===== src/rtl/tlc_pkg.sv =====
// Shared encodings and helpers for the N-way traffic light controller.
package tlc_pkg;

    typedef enum logic [1:0] {
        PH_GREEN   = 2'b00,
        PH_YELLOW  = 2'b01,
        PH_ALL_RED = 2'b10,
        PH_FLASH   = 2'b11
    } phase_t;

    localparam logic [1:0] LAMP_RED    = 2'b00;
    localparam logic [1:0] LAMP_YELLOW = 2'b01;
    localparam logic [1:0] LAMP_GREEN  = 2'b10;

    // A single approach still needs a one-bit index.
    function automatic int way_width(input int n);
        return (n <= 2) ? 1 : $clog2(n);
    endfunction

endpackage


===== src/rtl/tlc_nway_if.sv =====
// Sensor/flash inputs and lamp/status outputs of the controller.
interface tlc_nway_if
    import tlc_pkg::*;
#(
    parameter int N_WAYS = 2
);
    localparam int WAY_W = way_width(N_WAYS);

    logic [N_WAYS-1:0]   sensor;
    logic                flash;
    logic [2*N_WAYS-1:0] lights;
    logic [WAY_W-1:0]    green_way;
    logic [1:0]          phase;

    modport master (
        output sensor, flash,
        input  lights, green_way, phase
    );

    modport slave (
        input  sensor, flash,
        output lights, green_way, phase
    );
endinterface


===== src/rtl/tlc_rr_pick.sv =====
// Round-robin search for the next demanding way after cur; valid flags other demand.
module tlc_rr_pick #(
    parameter int N_WAYS = 2,
    parameter int WAY_W  = 1
) (
    input  logic [N_WAYS-1:0] sensor,
    input  logic [WAY_W-1:0]  cur,
    output logic [WAY_W-1:0]  next_idx,
    output logic              valid
);

    // Walk from farthest to nearest so the nearest demanding way wins.
    always_comb begin
        next_idx = '0;
        valid    = 1'b0;
        for (int k = N_WAYS - 1; k >= 1; k--) begin
            if (sensor[(int'(cur) + k) % N_WAYS]) begin
                next_idx = WAY_W'((int'(cur) + k) % N_WAYS);
                valid    = 1'b1;
            end
        end
    end

endmodule


===== src/rtl/tlc_nway.sv =====
// N-approach round-robin traffic light controller with min/max green and flash mode.
//
// state      | meaning
// PH_GREEN   | way cur green, held for demand between MIN_GREEN and MAX_GREEN
// PH_YELLOW  | way cur yellow for YELLOW_TIME cycles
// PH_ALL_RED | all ways red for ALL_RED_TIME cycles, then serve next_way
// PH_FLASH   | maintenance: all ways blink yellow/red every FLASH_HALF cycles
module tlc_nway
    import tlc_pkg::*;
#(
    parameter int N_WAYS       = 2,
    parameter int TIMER_W      = 8,
    parameter int MIN_GREEN    = 4,
    parameter int MAX_GREEN    = 16,
    parameter int YELLOW_TIME  = 2,
    parameter int ALL_RED_TIME = 1,
    parameter int FLASH_HALF   = 4
) (
    input  logic        clk,
    input  logic        reset,
    tlc_nway_if.slave   bus
);
    localparam int WAY_W = way_width(N_WAYS);

    localparam logic [TIMER_W-1:0] T_MIN_GREEN = TIMER_W'(MIN_GREEN - 1);
    localparam logic [TIMER_W-1:0] T_MAX_GREEN = TIMER_W'(MAX_GREEN - 1);
    localparam logic [TIMER_W-1:0] T_YELLOW    = TIMER_W'(YELLOW_TIME - 1);
    localparam logic [TIMER_W-1:0] T_ALL_RED   = TIMER_W'(ALL_RED_TIME - 1);
    localparam logic [TIMER_W-1:0] T_FLASH     = TIMER_W'(FLASH_HALF - 1);

    phase_t              phase_q;
    logic [WAY_W-1:0]    cur;
    logic [WAY_W-1:0]    next_way;
    logic [TIMER_W-1:0]  timer;
    logic                flash_on;

    logic [TIMER_W-1:0]  timer_inc;
    logic [WAY_W-1:0]    pick_idx;
    logic                other_demand;
    logic                green_done;
    logic [2*N_WAYS-1:0] lights_d;

    tlc_rr_pick #(
        .N_WAYS (N_WAYS),
        .WAY_W  (WAY_W)
    ) u_pick (
        .sensor   (bus.sensor),
        .cur      (cur),
        .next_idx (pick_idx),
        .valid    (other_demand)
    );

    assign timer_inc = (timer == '1) ? timer : timer + 1'b1;

    // Own demand holds green only until MAX_GREEN; without rivals green never ends.
    assign green_done = (timer >= T_MIN_GREEN) && other_demand &&
                        (!bus.sensor[cur] || (timer >= T_MAX_GREEN));

    always_ff @(posedge clk or posedge reset) begin
        if (reset) begin
            phase_q  <= PH_GREEN;
            cur      <= '0;
            next_way <= '0;
            timer    <= '0;
            flash_on <= 1'b0;
        end else if (bus.flash) begin
            phase_q <= PH_FLASH;
            if (phase_q != PH_FLASH) begin
                flash_on <= 1'b1;
                timer    <= '0;
            end else if (timer == T_FLASH) begin
                flash_on <= ~flash_on;
                timer    <= '0;
            end else begin
                timer <= timer_inc;
            end
        end else begin
            case (phase_q)
                PH_GREEN: begin
                    if (green_done) begin
                        next_way <= pick_idx;
                        phase_q  <= PH_YELLOW;
                        timer    <= '0;
                    end else begin
                        timer <= timer_inc;
                    end
                end
                PH_YELLOW: begin
                    if (timer == T_YELLOW) begin
                        phase_q <= PH_ALL_RED;
                        timer   <= '0;
                    end else begin
                        timer <= timer_inc;
                    end
                end
                PH_ALL_RED: begin
                    if (timer == T_ALL_RED) begin
                        cur     <= next_way;
                        phase_q <= PH_GREEN;
                        timer   <= '0;
                    end else begin
                        timer <= timer_inc;
                    end
                end
                PH_FLASH: begin
                    // Leaving maintenance always restarts service at way 0.
                    next_way <= '0;
                    flash_on <= 1'b0;
                    phase_q  <= PH_ALL_RED;
                    timer    <= '0;
                end
                default: begin
                    phase_q <= PH_ALL_RED;
                    timer   <= '0;
                end
            endcase
        end
    end

    always_comb begin
        lights_d = '0;
        for (int i = 0; i < N_WAYS; i++) begin
            case (phase_q)
                PH_GREEN:  lights_d[2*i +: 2] = (WAY_W'(i) == cur) ? LAMP_GREEN : LAMP_RED;
                PH_YELLOW: lights_d[2*i +: 2] = (WAY_W'(i) == cur) ? LAMP_YELLOW : LAMP_RED;
                PH_FLASH:  lights_d[2*i +: 2] = flash_on ? LAMP_YELLOW : LAMP_RED;
                default:   lights_d[2*i +: 2] = LAMP_RED;
            endcase
        end
    end

    assign bus.lights    = lights_d;
    assign bus.green_way = cur;
    assign bus.phase     = phase_q;

endmodule

===== src/flat_wrapper.sv =====
// flat-port wrapper written by rule: the top's interface ports become plain ports
module tlc_nway_flat import tlc_pkg::*;
#(
    parameter int N_WAYS       = 2,
    parameter int TIMER_W      = 8,
    parameter int MIN_GREEN    = 4,
    parameter int MAX_GREEN    = 16,
    parameter int YELLOW_TIME  = 2,
    parameter int ALL_RED_TIME = 1,
    parameter int FLASH_HALF   = 4
)
  (clk, reset, bus_sensor, bus_flash, bus_lights, bus_green_way, bus_phase);
  tlc_nway_if #(.N_WAYS(N_WAYS)) bus_i ();
  input  logic clk;
  input  logic reset;
  input wire logic [$bits(bus_i.sensor)-1:0] bus_sensor;
  input wire logic [$bits(bus_i.flash)-1:0] bus_flash;
  output wire logic [$bits(bus_i.lights)-1:0] bus_lights;
  output wire logic [$bits(bus_i.green_way)-1:0] bus_green_way;
  output wire logic [$bits(bus_i.phase)-1:0] bus_phase;
  assign bus_i.sensor = bus_sensor;
  assign bus_i.flash = bus_flash;
  assign bus_lights = bus_i.lights;
  assign bus_green_way = bus_i.green_way;
  assign bus_phase = bus_i.phase;
  tlc_nway #(.N_WAYS(N_WAYS), .TIMER_W(TIMER_W), .MIN_GREEN(MIN_GREEN), .MAX_GREEN(MAX_GREEN), .YELLOW_TIME(YELLOW_TIME), .ALL_RED_TIME(ALL_RED_TIME), .FLASH_HALF(FLASH_HALF)) u_core (.clk(clk), .reset(reset), .bus(bus_i));
endmodule

===== config.mk =====
export PLATFORM = sky130hd
export DESIGN_NAME = tlc_nway_flat
export DESIGN_NICKNAME = d
export VERILOG_FILES = /design/src/rtl/tlc_pkg.sv /design/src/rtl/tlc_nway_if.sv /design/src/rtl/tlc_rr_pick.sv /design/src/rtl/tlc_nway.sv /design/src/flat_wrapper.sv
export SDC_FILE = /design/constraint.sdc
export NUM_CORES = 1
export LEC_CHECK = 0
export ABC_AREA = 1
export ABC_CLOCK_PERIOD_IN_PS = 3350
export CAP_MARGIN = 20
export CELL_PAD_IN_SITES_DETAIL_PLACEMENT = 1
export CELL_PAD_IN_SITES_GLOBAL_PLACEMENT = 2
export CORE_ASPECT_RATIO = 1.2
export CORE_UTILIZATION = 33
export DETAILED_ROUTE_END_ITERATION = 7
export PLACE_DENSITY_LB_ADDON = 0.3
export REMOVE_ABC_BUFFERS = 1
export SETUP_SLACK_MARGIN = 0.05
export SYNTH_ARGS = -nofsm -noshare
export SYNTH_HDL_FRONTEND = slang
export SYNTH_SLANG_ARGS = --single-unit

===== constraint.sdc =====
create_clock -name clk -period 3.35 [get_ports clk]
set_clock_uncertainty 0.05 [all_clocks]
set_input_delay 0.5025 -clock clk [delete_from_list [all_inputs] [get_ports clk]]
set_output_delay 0.5025 -clock clk [all_outputs]
set_load 0.01 [all_outputs]

Yosys cells after proc, flatten, opt, wreduce, memory -nomap -nowiden
Cells that the tools add are included.

operators by class
  equality and inequality tests = 12
  reductions and logical operators = 12
  $lt $le $gt $ge = 4
  div/mod/pow operators = 0
  bitwise operators = 3
  $mul = 0
  $add $sub $neg = 2
  shifts and indexed selects = 0
  mux-type cells = 33

operators by type and width
  operator                                             count
  two-way mux 8 bit                                    7
  one-hot mux 8 bit (4 select lines)                   1
  two-way mux 1 bit                                    15
  two-way mux 2 bit                                    6
  one-hot mux 2 bit (3 select lines)                   2
  != test 3 x 2 -> 1 bit, second input constant        3
  AND reduction 3 bit                                  3
  adder 8 x 1 -> 8 bit, second input constant          1
  == test 8 x 1 -> 1 bit, second input constant        1
  == test 8 x 2 -> 1 bit, second input constant        1
  == test 8 bit, second input constant                 1
  >= comparator 8 x 2 -> 1 bit, second input constant  1
  >= comparator 8 x 4 -> 1 bit, second input constant  1
  zero test 8 bit                                      1
  one-hot mux 2 bit (4 select lines)                   1
  == test 2 bit, second input constant                 2
  nonzero test 2 bit                                   2
  < comparator 2 x 3 -> 1 bit, second input constant   1
  != test 3 x 1 -> 1 bit, second input constant        1
  == test 2 x 1 -> 1 bit, second input constant        1
  logical AND 1 bit                                    2
  zero test 2 bit                                      1
  < comparator 1 x 2 -> 1 bit, second input constant   1
  != test 2 x 1 -> 1 bit, second input constant        1
  8 further kinds                                      9

word-level totals
  memories kept = 0
  ROM bits = 0
  bits of input ports = 5
  output and inout port bits = 7
  latch bits = 0
  bits in writable memories = 0
  register bits after elaboration = 13

Depth between registers and ports, before layout
Gate-level depths: netlist (run 1).

  depth after elaboration = 11
  gate-level depth with buffers = 10
  depth with buffers taken out = 10

Hierarchy
A second synthesis (run 1) with hierarchy kept.

unflattened totals
  cell total of the unflattened synthesis = 130
  area total of the unflattened synthesis = 903.4 um^2

modules (own cells, without submodules)
  module       cells an instance  area an instance (um^2)  instances  seq. area each (um^2)
  tlc_nway     125                879.6                    1          325.3
  tlc_rr_pick  5                  23.8                     1          0.0

Worst setup path after synthesis (run 1)
Ideal clock, no wire load.

  kind = register to output
  from = register u_core.phase_q[0] (netlist: u_core.bus.phase[0])
  to = output port bus_lights[3]
  buffers on the path = 0
  cell stages (with the launch flop) = 4
  data arrival time = 1115 ps
  slack = 1683 ps
  path through = dfrtp_1 > inv_1 > ha_1 > nor3_1

between the ends
  word-level cells in the longest chain between the ends = 2
  elaborated cells on any way between the ends = 4

RTL lines
  what                                   line                RTL
  from (decl)                            tlc_nway.sv:31      phase_t phase_q;
  from (signal assigned)                 tlc_nway.sv:61      phase_q <= PH_GREEN;
  from (signal assigned)                 tlc_nway.sv:67      phase_q <= PH_FLASH;
  from (signal assigned)                 tlc_nway.sv:82      phase_q <= PH_YELLOW;
  == test 2 bit (tied with other cells)  tlc_nway.sv:123     case (phase_q)
  one-hot mux 2 bit (3 select lines) *   tlc_nway.sv:123
  to (decl)                              flat_wrapper.sv:18  output wire logic [$bits(bus_i.lights)-1:0] bus_lights;

Every way passes the cells marked *; elsewhere a longest branch is shown, timed or not.

Worst setup path after layout (run 1)
Same ends and word-level chain as after synthesis.

==> results of run 1 <==
metrics by stage:
stage	instance area, sq um	utilization	hold WS, ns
after global routing	1150	0.412	0.481
after detailed placement	1120	0.403	0.435
final	1150	0.412	0.450
after CTS	1150	0.412	0.448
after floorplan	970	-	0.329
after global placement	1120	0.403	0.414
kinds of logic (layout without fill, tap and decap cells):
kind of cell	count (synthesis)	in the layout	share of synthesized area
simple gates	74	74	0.361
compound gates	20	20	0.113
buf+inv	18	32	0.0707
flops	13	13	0.334
fa+ha+maj	8	8	0.103
xor+xnor	2	2	0.0180
worst min path at each step:
stage	endpoint	slack, ns	cells past startpoint
4_1_cts	u_core.flash_on$_DFFE_PP0P_	0.45	1
3_5_place_dp	u_core.flash_on$_DFFE_PP0P_	0.43	1
5_1_grt	u_core.flash_on$_DFFE_PP0P_	0.48	1
6_report	u_core.flash_on$_DFFE_PP0P_	0.45	1
2_1_floorplan	u_core.bus.green_way$_DFFE_PP0P_	0.33	1
3_3_place_gp	u_core.flash_on$_DFFE_PP0P_	0.41	1
metal layers:
| layer | share of wire | vias up |
|---|---|---|
| li1 | - | 466 |
| met1 | 0.44 | 432 |
| met4 | 0.017 | 0 |
| met3 | 0.019 | 5 |
| met2 | 0.53 | 9 |
| met5 | 0 | - |
power breakdown:
part / switching (mW) / leakage (nW) / total, mW / internal, mW
combinational: 0.285 / 0.348 / 0.498 / 0.213
clock: 0.0574 / 0.0150 / 0.104 / 0.0462
sequential: 0.0492 / 0.167 / 0.246 / 0.197
state kept, by name, indices dropped and copies added (netlist names):
name,cells
u_core.timer,8
u_core.bus.phase,2
u_core.bus.green_way,1
u_core.flash_on,1
u_core.next_way,1
cell usage after synthesis:
cell type / instances
nand2_1: 28
inv_1: 16
nor2_1: 16
dfrtp_1: 13
nand3_1: 9
a21oi_1: 8
ha_1: 8
nor2_2: 5
o21ai_0: 5
nand4_1: 4
nand2_2: 3
nor3_1: 3
o21ai_1: 3
nand3_2: 2
a31o_2: 1
a31oi_1: 1
and2_1: 1
clkbuf_1: 1
clkinv_2: 1
nand2_4: 1
nand3b_1: 1
o211ai_1: 1
o21a_1: 1
or2_2: 1
xnor2_1: 1
xor2_1: 1
layout make-up:
cell class	count	area [sq um]	area share
inverter	17	65.1	0.0566
timing repair buffer	11	110	0.0959
multi-input combinational	104	579	0.504
clock buffer	4	26.3	0.0229
sequential	13	325	0.283
tap	34	42.5	0.0370
worst max-delay path, cell delays in order (launching register included):
cell             delay (ns)
dfrtp_1                0.43
inv_1                  0.11
ha_1                   0.29
nor3_1                 0.20
clkdlybuf4s50_1        0.56
==> out/results.txt, run 1 <==
Status - completed
CP Class - flop to output port
Vias in the first global route - 936
TritonCTS Buffers - 3
Slew @ Worst Pin - 0.557 ns
Vias/cell - 4.98
Setup WS pre-CTS - 1.23 ns
TritonCTS clock tree - yes
Yosys warns - 0
Worst hold path startpoint - u_core.flash_on$_DFFE_PP0P_
Post-CTS setup buffer count - 0
Capture point of the critical path - bus_lights[3]
Port-buffer cells - 11
Tmin final - 2.42 ns
# DRC - 0
Placed wire-length estimate - 2.13 mm
Hold WC Path Type - flop to flop
Layout overhead on the synthesized area - 18.0%
CP Launch Point - u_core.bus.phase[0]$_DFFE_PP0P_
RR Startpoint - u_core.timer[0]$_DFF_PP0_
Fmax - 413 MHz
Crit start category - flop
R2R Path End - u_core.timer[5]$_DFF_PP0_
Met2 Usage GRT - 0.362
Peak supply drop - 0.000335 V
Routed WL per cell - 14.2 um
Setup_tns - 0 ns
Reg-to-reg slack, setup - 1.68 ns
Final ANT Viol Nets - 0
Post-synth top area share - 0.334
CTS Sinks - 13
Synth cell types - 26
Fillcell total - 381
Hold Buf Count CTS - 0
Remaining Overflow, GRT - 0
CP Data Required Time - 2.80 ns
Area leader, netlist - dfrtp_1
Top cells by area, synth - dfrtp_1, nand2_1, ha_1
Share of layout cells above drive strength 1 - 0.114
Htree depth - 1
Flops & latches, synth - 13
Grt met1 use - 0.213
Iter 0 DRT Violations - 19
Chip width - 51.6 um
Final Cycle Share - 0.723
Die Height - 61.5 um
PD cells - 738 mW/mm^2
Critical path data arrival time - 1.87 ns
Critical Path Fanout Max - 7
Clk root buf - clkbuf_4
DR vias - 912
Pin count of the biggest net entering global routing - 14
Setup crit end kind - output port
Highest-count cells in the layout ignoring fill and taps - nand2_1, inv_1, nor2_1, dfrtp_1, clkdlybuf4s50_1
Power Total - 0.848 mW
Post-synthesis cell count - 135
Initial core utilization - 0.350
Met3 Usage GRT - 0.0296
Clk buf depth - 2
Commonest non-fill, non-tap cell in the layout - nand2_1
GR peak layer - met2
Slew margin rel. - 0.628
Leak Pwr - 0.531 nW
GRT Util Overall - 0.192
Clk_lat worst skew - 0.28 ns
Die Area - 0.00317 sq mm
Synthesized cell area - 973 sq um
Final hold vios - 0
Inst Count DP - 179
IO Count - 12
R2r worst-path depth - 8
Drt first pass iters - 4
Final Setup Violations - 0
Gpl congestion - 0.781
Routed WL - 2.59 mm
Avg Inst Size Synth - 7.21 sq um
Core Rows - 21
RSZ-0062 raised after global routing - false
PostCTS Resize Cnt - 0
N_diodes - 0
Max Slew Vio Count - 0
Fin nets - 163
Seq/Total Area, Yosys - 0.334
Core ar. - 0.00279 sq mm
Clock-pin slew on the worst setup and hold paths - 0.09 ns
Max-cap violations - 0
Fin cells - 183
Antenna violations before repair - 0
Final setup margin - 0.927 ns
First-pass GRT wire length - 4.35 mm
(Power assumes the default switching activity.)
==> run 2, diff against run 1 <==
Settings changed: ABC_CLOCK_PERIOD_IN_PS 3350 to 2100, CORE_UTILIZATION 33 to 27.
Clock period 3.35 ns to 2.1 ns, I/O delays scaled along.
==> run 2 against run 1 <==
Net effect:
- clock power increased by 120%
- non-clock buffer count increased by 2
- utilization decreased by 6.3 points
- register-to-register slack got worse by 1.3 ns
- combinational power increased by 63%
- wire length decreased by 1.3%
- hold slack got worse by 0.087 ns
- sequential share of layout area decreased by 0.90 points
- worst setup slack got worse by 0.70 ns
- the run now ends with DRC left
- via count decreased by 0.22%
- critical endpoint unchanged
- largest power group unchanged
==> out/results.txt, run 2 (synthesized netlist as in run 1, its figures left out) <==
Power Total - 1.43 mW
Chip width - 56.8 um
Hold WC Path Type - primary input to asynchronous set/reset pin
N_diodes - 0
Setup crit end kind - output port
Max-cap violations - 0
Final setup margin - 0.227 ns
Fin cells - 188
Most frequent cell on the critical path - inv_1
CTS Sinks - 13
Htree depth - 1
Remaining Overflow, GRT - 0
Final hold slack - 0.363 ns
TritonCTS Buffers - 3
CP Launch Point - u_core.bus.phase[1]$_DFFE_PP0P_
Port-buffer cells - 11
PD cells - 1200 mW/mm^2
Failing checks - DRC
DR vias - 910
CP Data Required Time - 1.74 ns
Commonest non-fill, non-tap cell in the layout - nand2_1
Drt first pass iters - 6
Final Cycle Share - 0.892
IO Count - 12
# DRC - 2
GRT Util Overall - 0.160
Final ANT Viol Nets - 0
R2r worst-path depth - 10
Final Setup Violations - 0
Top delay family on crit path - buffers and inverters
Max Slew Vio Count - 0
Setup WS pre-CTS - 0.0940 ns
Clk root buf - clkbuf_8
Cell chain of the critical path - inv_1 -> ha_1 -> inv_1 -> nor3_1 -> dlygate4sd2_1
Final Util - 0.349
Crit path largest cell delay - 0.42 ns
Pin count of the biggest net entering global routing - 14
Initial core utilization - 0.287
First-pass GRT wire length - 4.59 mm
Routed WL per cell - 13.6 um
Core ar. - 0.00340 sq mm
Worst path slowest cell - dfrtp_1
Final hold vios - 0
Design area - 0.00119 sq mm
Clock-pin slew on the worst setup and hold paths - 0.06 ns
Vias/cell - 4.84
Die Area - 0.00385 sq mm
Die Height - 67.8 um
Routed WL - 2.56 mm
Iter 0 DRT Violations - 30
Crit start category - flop
Layout overhead on the synthesized area - 21.9%
Critical path data arrival time - 1.51 ns
Highest-count cells in the layout ignoring fill and taps - nand2_1, inv_1, nor2_1, dfrtp_1, nand3_1
RR Startpoint - u_core.timer[0]$_DFF_PP0_
CP Class - flop to output port
Slew margin rel. - 0.642
Crit path buf inv count - 3
Area post-placement - 0.00113 sq mm
Peak supply drop - 0.000419 V
Setup_tns - 0 ns
R2R Path End - u_core.bus.phase[0]$_DFFE_PP0P_
Gpl congestion - 0.755
Inst Count DP - 183
Reg-to-reg slack, setup - 0.42 ns
Tmin final - 1.87 ns
Share of layout cells above drive strength 1 - 0.139
Slew @ Worst Pin - 0.536 ns
Max reg flops - 8
RSZ-0062 raised after global routing - false
TritonCTS clock tree - yes
Antenna violations before repair - 0
Vias in the first global route - 981
Leak Pwr - 0.561 nW
Fin nets - 165
Placed wire-length estimate - 2.06 mm
Clk buf depth - 2
Critical Path Fanout Max - 5
Fmax - 534 MHz
Clk_lat worst skew - 0.24 ns
Largest register by flop count - u_core.timer
Core Rows - 23
Status - finished with violations
-- run 2: layout make-up --
class	count	area [sq um]
sequential	13	325
clock buffer	4	45.0
timing repair buffer	13	120
tap	37	46.3
inverter	17	65.1
multi-input combinational	104	584
fill	424	2210
-- run 2: worst max path at each step --
stage	end	slack, ns	cells after the start
2_1_floorplan	bus_lights[3]	0.62	3
3_3_place_gp	bus_lights[3]	0.23	4
3_5_place_dp	bus_lights[1]	0.09	4
4_1_cts	bus_lights[1]	0.20	5
5_1_grt	bus_lights[1]	0.08	5
6_report	bus_lights[3]	0.23	5
-- run 2: routing by layer --
layer | vias to the layer above | track usage | routed length [um]
met5 | - | 0 | 0
met4 | 0 | 0.0732 | 49
met3 | 4 | 0.0172 | 47
met2 | 10 | 0.298 | 1310
met1 | 427 | 0.185 | 1160
li1 | 469 | - | -
-- run 2: power by group --
group          internal (mW)  leakage (nW)  switching, mW
Combinational          0.340         0.371          0.470
Sequential             0.315         0.167         0.0745
Clock                  0.134        0.0228         0.0913
-- run 2: repair_timing --
item	4_1_cts	5_1_grt
buffers inserted	1	0
gates resized for setup	6	0
setup endpoints to repair	4	0
hold buffers	0	0
-- run 2: worst reg2reg max path: stages, from the launching register on --
cell and delay (ns):
dfrtp_1 0.39, ha_1 0.25, nand2_1 0.10, nor2_1 0.16, nor2_1 0.07, nand2_1 0.10
nand2_1 0.09, nand2_1 0.12, nand2_1 0.09, nand3_1 0.08, nand2_1 0.06
